==> src/rtl/rx_uart.sv <==
// rx_uart: oversampling UART receiver.
// Frame: start(0), INPUT_DATA_WIDTH data bits LSB first, optional even parity, stop(1).
// Timing advances only on sample_tick, which runs at OVERSAMPLE x baud.
// Optional build macro RX_MAJORITY_VOTE_EN: each bit is resolved as the 2-of-3 majority
// of samples at cnt == M-1, M and M+1. Without it, the bit is the single sample at cnt == M.
// The bit is committed at cnt == M+1 in both builds.
module rx_uart #(
  parameter int INPUT_DATA_WIDTH = 8,
  parameter int PARITY_ENABLED   = 1,
  parameter int OVERSAMPLE       = 16
) (
  input  logic                        clk,
  input  logic                        reset,
  input  logic                        sample_tick,
  input  logic                        serial_in,
  output logic [INPUT_DATA_WIDTH-1:0] o_data,
  output logic                        o_valid,
  output logic                        o_parity_err,
  output logic                        o_frame_err,
  output logic                        o_busy
);

  localparam int CW = $clog2(OVERSAMPLE);
  localparam int M  = OVERSAMPLE / 2;
  localparam int BW = (INPUT_DATA_WIDTH > 1) ? $clog2(INPUT_DATA_WIDTH) : 1;

  localparam logic [CW-1:0] CNT_PRE  = CW'(M - 1);
  localparam logic [CW-1:0] CNT_MID  = CW'(M);
  localparam logic [CW-1:0] CNT_DEC  = CW'(M + 1);
  localparam logic [CW-1:0] CNT_LAST = CW'(OVERSAMPLE - 1);
  localparam logic [BW-1:0] BIT_LAST = BW'(INPUT_DATA_WIDTH - 1);

  typedef enum logic [2:0] {
    IDLE,
    START,
    DATA,
    PARITY,
    STOP
  } state_t;

  state_t                      state;
  logic   [CW-1:0]             cnt;
  logic   [BW-1:0]             bit_cnt;
  logic   [INPUT_DATA_WIDTH-1:0] shreg;
  logic                        par_acc;
  logic                        par_err_q;
  logic                        stop_q;
  logic                        done;
  logic                        sync1;
  logic                        sync2;
  logic                        line_prev;
  logic                        bit_res;
  logic                        at_dec;
  logic                        at_end;

  // Two-flop synchronizer; idles high so reset does not fake a start edge
  always_ff @(posedge clk or posedge reset) begin
    if (reset) begin
      sync1 <= 1'b1;
      sync2 <= 1'b1;
    end else begin
      sync1 <= serial_in;
      sync2 <= sync1;
    end
  end

  // Previous synchronized sample, for 1->0 start-edge detection
  always_ff @(posedge clk or posedge reset) begin
    if (reset) begin
      line_prev <= 1'b1;
    end else if (sample_tick) begin
      line_prev <= sync2;
    end
  end

`ifdef RX_MAJORITY_VOTE_EN
  logic samp_pre;
  logic samp_mid;

  // Capture the two early votes; the third is the live sample at the decision tick
  always_ff @(posedge clk or posedge reset) begin
    if (reset) begin
      samp_pre <= 1'b1;
      samp_mid <= 1'b1;
    end else if (sample_tick) begin
      if (cnt == CNT_PRE) samp_pre <= sync2;
      if (cnt == CNT_MID) samp_mid <= sync2;
    end
  end

  // 2-of-3 majority resolution
  always_comb begin
    bit_res = (samp_pre & samp_mid) | (samp_pre & sync2) | (samp_mid & sync2);
  end
`else
  logic samp_mid;

  // Capture the mid-bit sample; it is committed one tick later
  always_ff @(posedge clk or posedge reset) begin
    if (reset) begin
      samp_mid <= 1'b1;
    end else if (sample_tick && (cnt == CNT_MID)) begin
      samp_mid <= sync2;
    end
  end

  // Single-sample resolution
  always_comb begin
    bit_res = samp_mid;
  end
`endif

  // Decision and end-of-bit points; both may coincide when OVERSAMPLE == 4
  always_comb begin
    at_dec = (cnt == CNT_DEC);
    at_end = (cnt == CNT_LAST);
  end

  // Receive FSM plus registered result outputs
  always_ff @(posedge clk or posedge reset) begin
    if (reset) begin
      state        <= IDLE;
      cnt          <= '0;
      bit_cnt      <= '0;
      shreg        <= '0;
      par_acc      <= 1'b0;
      par_err_q    <= 1'b0;
      stop_q       <= 1'b1;
      done         <= 1'b0;
      o_data       <= '0;
      o_valid      <= 1'b0;
      o_parity_err <= 1'b0;
      o_frame_err  <= 1'b0;
    end else begin
      o_valid <= 1'b0;
      done    <= 1'b0;

      // The stop decision leaves a one-clk token; results publish on the next clk
      if (done) begin
        o_valid      <= 1'b1;
        o_data       <= shreg;
        o_parity_err <= (PARITY_ENABLED != 0) ? par_err_q : 1'b0;
        o_frame_err  <= ~stop_q;
      end

      if (sample_tick) begin
        cnt <= at_end ? '0 : cnt + 1'b1;
        case (state)
          IDLE: begin
            cnt <= '0;
            if (line_prev && !sync2) begin
              state   <= START;
              par_acc <= 1'b0;
            end
          end
          START: begin
            if (at_dec && bit_res) begin
              state <= IDLE;
              cnt   <= '0;
            end else if (at_end) begin
              state   <= DATA;
              bit_cnt <= '0;
            end
          end
          DATA: begin
            if (at_dec) begin
              shreg   <= {bit_res, shreg[INPUT_DATA_WIDTH-1:1]};
              par_acc <= par_acc ^ bit_res;
            end
            if (at_end) begin
              if (bit_cnt == BIT_LAST) begin
                state <= (PARITY_ENABLED != 0) ? PARITY : STOP;
              end else begin
                bit_cnt <= bit_cnt + 1'b1;
              end
            end
          end
          PARITY: begin
            if (at_dec) par_err_q <= par_acc ^ bit_res;
            if (at_end) state <= STOP;
          end
          STOP: begin
            // Leave at the decision, not at the end of the bit, so a
            // following start edge is never missed
            if (at_dec) begin
              state  <= IDLE;
              cnt    <= '0;
              done   <= 1'b1;
              stop_q <= bit_res;
            end
          end
          default: begin
            state <= IDLE;
            cnt   <= '0;
          end
        endcase
      end
    end
  end

  assign o_busy = (state != IDLE);

endmodule

==> config.mk <==
export PLATFORM = sky130hd
export DESIGN_NAME = rx_uart
export DESIGN_NICKNAME = d
export VERILOG_FILES = /design/src/rtl/rx_uart.sv
export SDC_FILE = /design/constraint.sdc
export NUM_CORES = 1
export LEC_CHECK = 0
export BUFFER_PORTS_ARGS = -buffer_cell sky130_fd_sc_hd__buf_4
export CORE_ASPECT_RATIO = 1.2
export CORE_MARGIN = 2
export CORE_UTILIZATION = 50
export DETAILED_ROUTE_END_ITERATION = 10
export PLACE_DENSITY = 0.71
export SYNTH_ARGS = -nofsm -noshare
export SYNTH_HDL_FRONTEND = slang
export SYNTH_SLANG_ARGS = --single-unit
==> constraint.sdc <==
create_clock -name clk -period 2.3 [get_ports clk]
set_input_delay 0.345 -clock clk [delete_from_list [all_inputs] [get_ports clk]]
set_output_delay 0.345 -clock clk [all_outputs]
set_load 0.01 [all_outputs]
Yosys cells after proc, flatten, opt, wreduce, memory -nomap -nowiden
Cells that the tools add are included.
{"block": "word_totals", "romBits": 0, "elab_cells": 77, "ramBits": 0, "in_bits": 4, "n_memories": 0, "out_inout_bits": 12, "latchBits": 0, "regBits": 37}
{"block": "classes", "muxes": 24, "addsub": 2, "n_lt_le_gt_ge": 0, "shift": 0, "n_bitwise": 2, "n_eq_ne": 18, "n_div": 0, "n_reduce_logical": 15, "multipliers": 0}
{"op": "2-to-1 mux 3 bit", "n": 11}
{"op": "inequality test 2 bit (second input constant)", "n": 9}
{"op": "one-hot mux 3 bit (5 select lines)", "n": 1}
{"op": "equality test 4 bit (second input constant)", "n": 3}
{"op": "2-to-1 mux 4 bit", "n": 3}
{"op": "one-hot mux 4 bit (3 select lines)", "n": 1}
{"op": "AND reduction 3 bit", "n": 3}
{"op": "AND reduction 7 bit", "n": 1}
{"op": "equality test 3 x 2 -> 1 bit (second input constant)", "n": 2}
{"op": "equality test 3 bit (second input constant)", "n": 2}
{"op": "2-to-1 mux 1 bit", "n": 6}
{"op": "one-hot mux 3 bit (2 select lines)", "n": 1}
{"op": "AND reduction 6 bit", "n": 1}
{"op": "adder 4 x 1 -> 4 bit (second input constant)", "n": 1}
{"op": "AND reduction 4 bit", "n": 1}
{"op": "nonzero test 2 bit", "n": 2}
{"op": "adder 3 x 1 -> 3 bit (second input constant)", "n": 1}
{"op": "equality test 3 x 1 -> 1 bit (second input constant)", "n": 1}
{"op": "logical AND 1 bit", "n": 3}
{"op": "logical NOT 3 bit", "n": 1}
{"op": "inequality test 3 bit (second input constant)", "n": 1}
{"op": "nonzero test 3 bit", "n": 1}
{"op": "one-hot mux 1 bit (2 select lines)", "n": 1}
{"op": "OR reduction 2 bit", "n": 1}
{"op": "3 further kinds", "n": 3}

Longest topological paths before layout
{"block": "logic_depth", "word_depth": 4, "ltp_mapped": 6, "ltp_nobuf": 6}

Worst setup path before layout
No wires, ideal clock.
{"block": "synth_timing", "kind": "register to register", "startpoint": "register bit_cnt[0]", "endpoint": "register bit_cnt[0]", "n_path_buf": 0, "required_ns": 2.175, "stages_incl_launch_ff": 7, "setup_time_ns": 0.125, "slack_ns": 0.600, "synth_period_minus_slack_ns": 1.700, "arrival_ns": 1.575, "path_cell_list": "dfrtp_1 ha_1 ha_1 nor3b_1 a31oi_1 or3_4 mux2_4"}
{"block": "synth_between", "elab_chain_len": 4, "word_cells_on_any_way": 7, "classes_between": "add/sub (1); eq/ne (2); mux (3); reduce/logical (1)"}
{"item": "start: declaration", "line": "43", "rtl": "logic [BW-1:0] bit_cnt;"}
{"item": "start signal: assignment", "line": "174", "rtl": "bit_cnt <= bit_cnt + 1'b1;"}
{"item": "adder 3 x 1 -> 3 bit", "line": "174"}
{"item": "2-to-1 mux 3 bit", "line": "171", "rtl": "if (bit_cnt == BIT_LAST) begin"}
{"item": "2-to-1 mux 3 bit", "line": "170", "rtl": "if (at_end) begin"}
{"item": "one-hot mux 3 bit (2 select lines)", "line": "148", "rtl": "case (state)"}
Parallel ways exist; a longest one is shown, timed or not. The select of a mux whose other input is x is not followed.
A chain may end at the register's enable or synchronous reset.

Final worst setup path
Ends and elaborated chain as after synthesis.

==> impl_metrics.py <==
metrics = {
    "outcome": {
        "run_status": "complete, no violations",
    },
    "global_routing": {
        "grt_max_degree": 38,
        "grt_use_total": 0.1757,
        "overflow": 0,
        "grt_pass1_vias": 1128,
        "grt_first_pass_wirelength_mm": 5.071,
        "antenna_found_initial": 0,
    },
    "floorplan": {
        "io_pins": 16,
        "floorplan.initialDensity": 0.5164,
        "coreArea_um2": 3309,
        "die_area_um2": 3904,
        "row_count": 23,
        "die_h_um": 68.05,
        "die_width_um": 57.37,
    },
    "sta": {
        "max-slew-margin-rel": 0.6932,
        "fin_crit_ns": 1.815,
        "fmax_mhz": 551.1,
        "fin_ws_ns": 0.4853,
        "tightest_slew_ns": 0.4601,
        "min_period_over_period": 0.7890,
        "setup_violations": 0,
        "finalSetupTns_ns": 0,
        "drv_slew": 0,
        "timing.hold.ws_ns": 0.1593,
        "worst_clock_skew_ns": 0.006226,
        "hold_viol_final": 0,
        "rsz0062_at_grt": "false",
    },
    "layout": {
        "final_nets": 165,
        "drive_above_1_share": 0.3503,
        "diodes": 0,
        "fin_cells": 194,
        "area_growth_pct": 13.47,
    },
    "power_and_ir_drop": {
        "powerDensity_nw_per_um2": 877.4,
        "switchingPower_mw": 0.5378,
        "p_sw_frac": 0.3161,
        "p_seq_frac": 0.506,
        "cellInternalPower_mw": 1.164,
        "ir_drop_mv": 0.6153,
        "p_leak_nw": 0.9731,
        "clockPowerShare": 0.286,
        "comb_power_share": 0.208,
    },
    "drt": {
        "wire_per_inst_um": 14.56,
        "drt_pre_antenna_iters": 4,
        "route.vias.total": 1141,
        "wl_mm": 2.825,
        "drc": 0,
        "ant_nets": 0,
        "drt_iter0_drc": 49,
        "vias_per_cell": 5.881,
    },
    "yosys": {
        "seq_area_frac_synth": 0.5454,
        "synth_fp_nets": 148,
        "yosys_warnings": 0,
        "synthTopCellsByArea": "dfrtp_1 47%, mux2_2 13%, dfstp_2 7.7%, ha_1 3.7%, nand4b_4 2.8%",
        "yosysTopAreaCell": "dfrtp_1",
        "synth.avg_cell_area_um2": 12.30,
        "ys_ff_latch": 37,
        "netlist_instances": 139,
        "synth_area_um2": 1709,
        "ys_types": 37,
        "synth_top_area_frac": 0.4685,
    },
    "placement": {
        "post-place-ws_ns": 0.4960,
        "gp_congestion": 0.7896,
        "place_inst": 186,
        "port-buffer-count": 15,
        "hpwl_mm": 2.046,
    },
    "clocking": {
        "cts_max_level": 2,
        "clk_pin_slew_ns": 0.07,
        "cts_setup_buffers": 0,
        "cts_hold_buffers": 0,
        "cts_tree": "done",
        "cts.path.max_buffers": 2,
        "cts_made_buffers": 5,
        "numClockSinks": 37,
        "clkLatencyLatePin_ns": 0.29,
        "cts_root_buf": "clkbuf_8",
        "cts_resized": 0,
    },
    "setup_path": {
        "required_ns": 2.48,
        "arrival_ns": 1.99,
        "crit_fanout": 3,
        "path_class": "flop to flop",
        "worstSetupStartpointType": "flop",
        "end_kind": "flop",
    },
    "min_path": {
        "min_path_type": "primary input to async pin",
    },
    "run": {
        "max_cap_viol_count": 0,
    },
}
-- worst max-delay path, cell delays in order (launching register included) --
cell and delay (ns):
dfrtp_1 0.40, ha_1 0.21, ha_1 0.20, nor3b_1 0.21, a31oi_1 0.06, or3_4 0.36, mux2_4 0.26
-- synth_stat cells --
cell,n
a21oi_1,6
a22o_1,2
a31oi_1,2
and3_1,4
and4_1,2
buf_2,3
buf_4,1
buf_6,1
clkbuf_1,1
dfrtp_1,32
dfstp_2,5
ha_1,5
inv_1,6
mux2_2,19
mux2_4,1
mux2i_1,1
nand2_1,10
nand2b_1,1
nand3_1,4
nand3b_1,1
nand4_1,2
nand4b_1,1
nand4b_4,2
nor2_1,5
nor2_2,1
nor2_4,1
nor2b_1,1
nor3_1,1
nor3b_1,1
nor4_2,1
o21ai_0,8
o22ai_1,1
o31ai_1,1
or3_4,1
or4_1,3
xnor2_1,1
xor2_1,1
-- layout by cell type (no fill, tap or decap), drive strengths merged, types with 2 or more instances in the layout --
cell / instances
nand2: 10
a21oi: 6
inv: 6
a22o: 2
nand3: 4
nand4b: 3
nor2: 7
or4: 3
o21ai: 8
and3: 4
a31oi: 2
dfstp: 5
dfrtp: 32
nand4: 2
ha: 5
clkbuf: 7
buf: 16
and4: 2
mux2: 20
-- state kept, by name, indices dropped and copies added (netlist names), 3 cells and up --
signal / flops
o_data: 8
shreg: 8
cnt: 4
bit_cnt: 3
state: 3
-- power groups by stage --
stage               Combinational, mW  Clock, mW  Sequential, mW
CTS                             0.361      0.508           0.859
floorplan                       0.365          0           0.790
global route                    0.409      0.531           0.877
detailed placement              0.359          0           0.871
finish                          0.354      0.486           0.861
global placement                0.334          0           0.861
-- final timing paths --
kind	slack [ns]	start	cells past startpoint	endpoint
worst max-delay path	0.49	bit_cnt[0]$_DFFE_PP0P_	6	bit_cnt[0]$_DFFE_PP0P_
worst min-delay path	0.16	reset	3	state[0]$_DFFE_PP0P_
worst max register to register	0.49	bit_cnt[0]$_DFFE_PP0P_	6	bit_cnt[0]$_DFFE_PP0P_
worst min register to register	0.36	sync1$_DFF_PP1_	0	sync2$_DFF_PP1_
max in group asynchronous	1.79	reset	3	line_prev$_DFFE_PP1P_
min in group clk	0.17	serial_in	1	sync1$_DFF_PP1_
-- metrics by stage --
step / utilization / instance area [um^2] / power (mW)
after detailed placement: 0.5554 / 1838 / 1.230
after global routing: 0.5860 / 1939 / 1.817
after floorplan: - / 1709 / 1.155
after CTS: 0.5860 / 1939 / 1.729
final: 0.5860 / 1939 / 1.702
after global placement: 0.5554 / 1838 / 1.195
-- area by class of cell --
class / count / area [um^2]
Multi-Input combinational cell: 90 / 716.9
Fill cell: 275 / 1370
Timing Repair Buffer: 16 / 120.1
Clock inverter: 1 / 5.005
Clock buffer: 7 / 96.34
Sequential cell: 37 / 932.1
Inverter: 6 / 22.52
Tap cell: 37 / 46.29
-- logic make-up after synthesis --
logic type,Yosys count,synth area share
AOI/OAI and AO/OA,20,0.06662
xor gates and xnor gates,2,0.01025
adders and majority gates,5,0.03660
buffers and inverters,12,0.03513
DFF,37,0.5454
muxes,21,0.1398
and+or+nand+nor,42,0.1662
-- metal layers --
layer	vias to the layer above	global-route usage	share of wire
li1	535	-	-
met1	569	0.1968	0.42
met2	28	0.2969	0.51
met3	9	0.05104	0.042
met4	0	0.1047	0.032
met5	-	0	0
(Power assumes the default switching activity.)
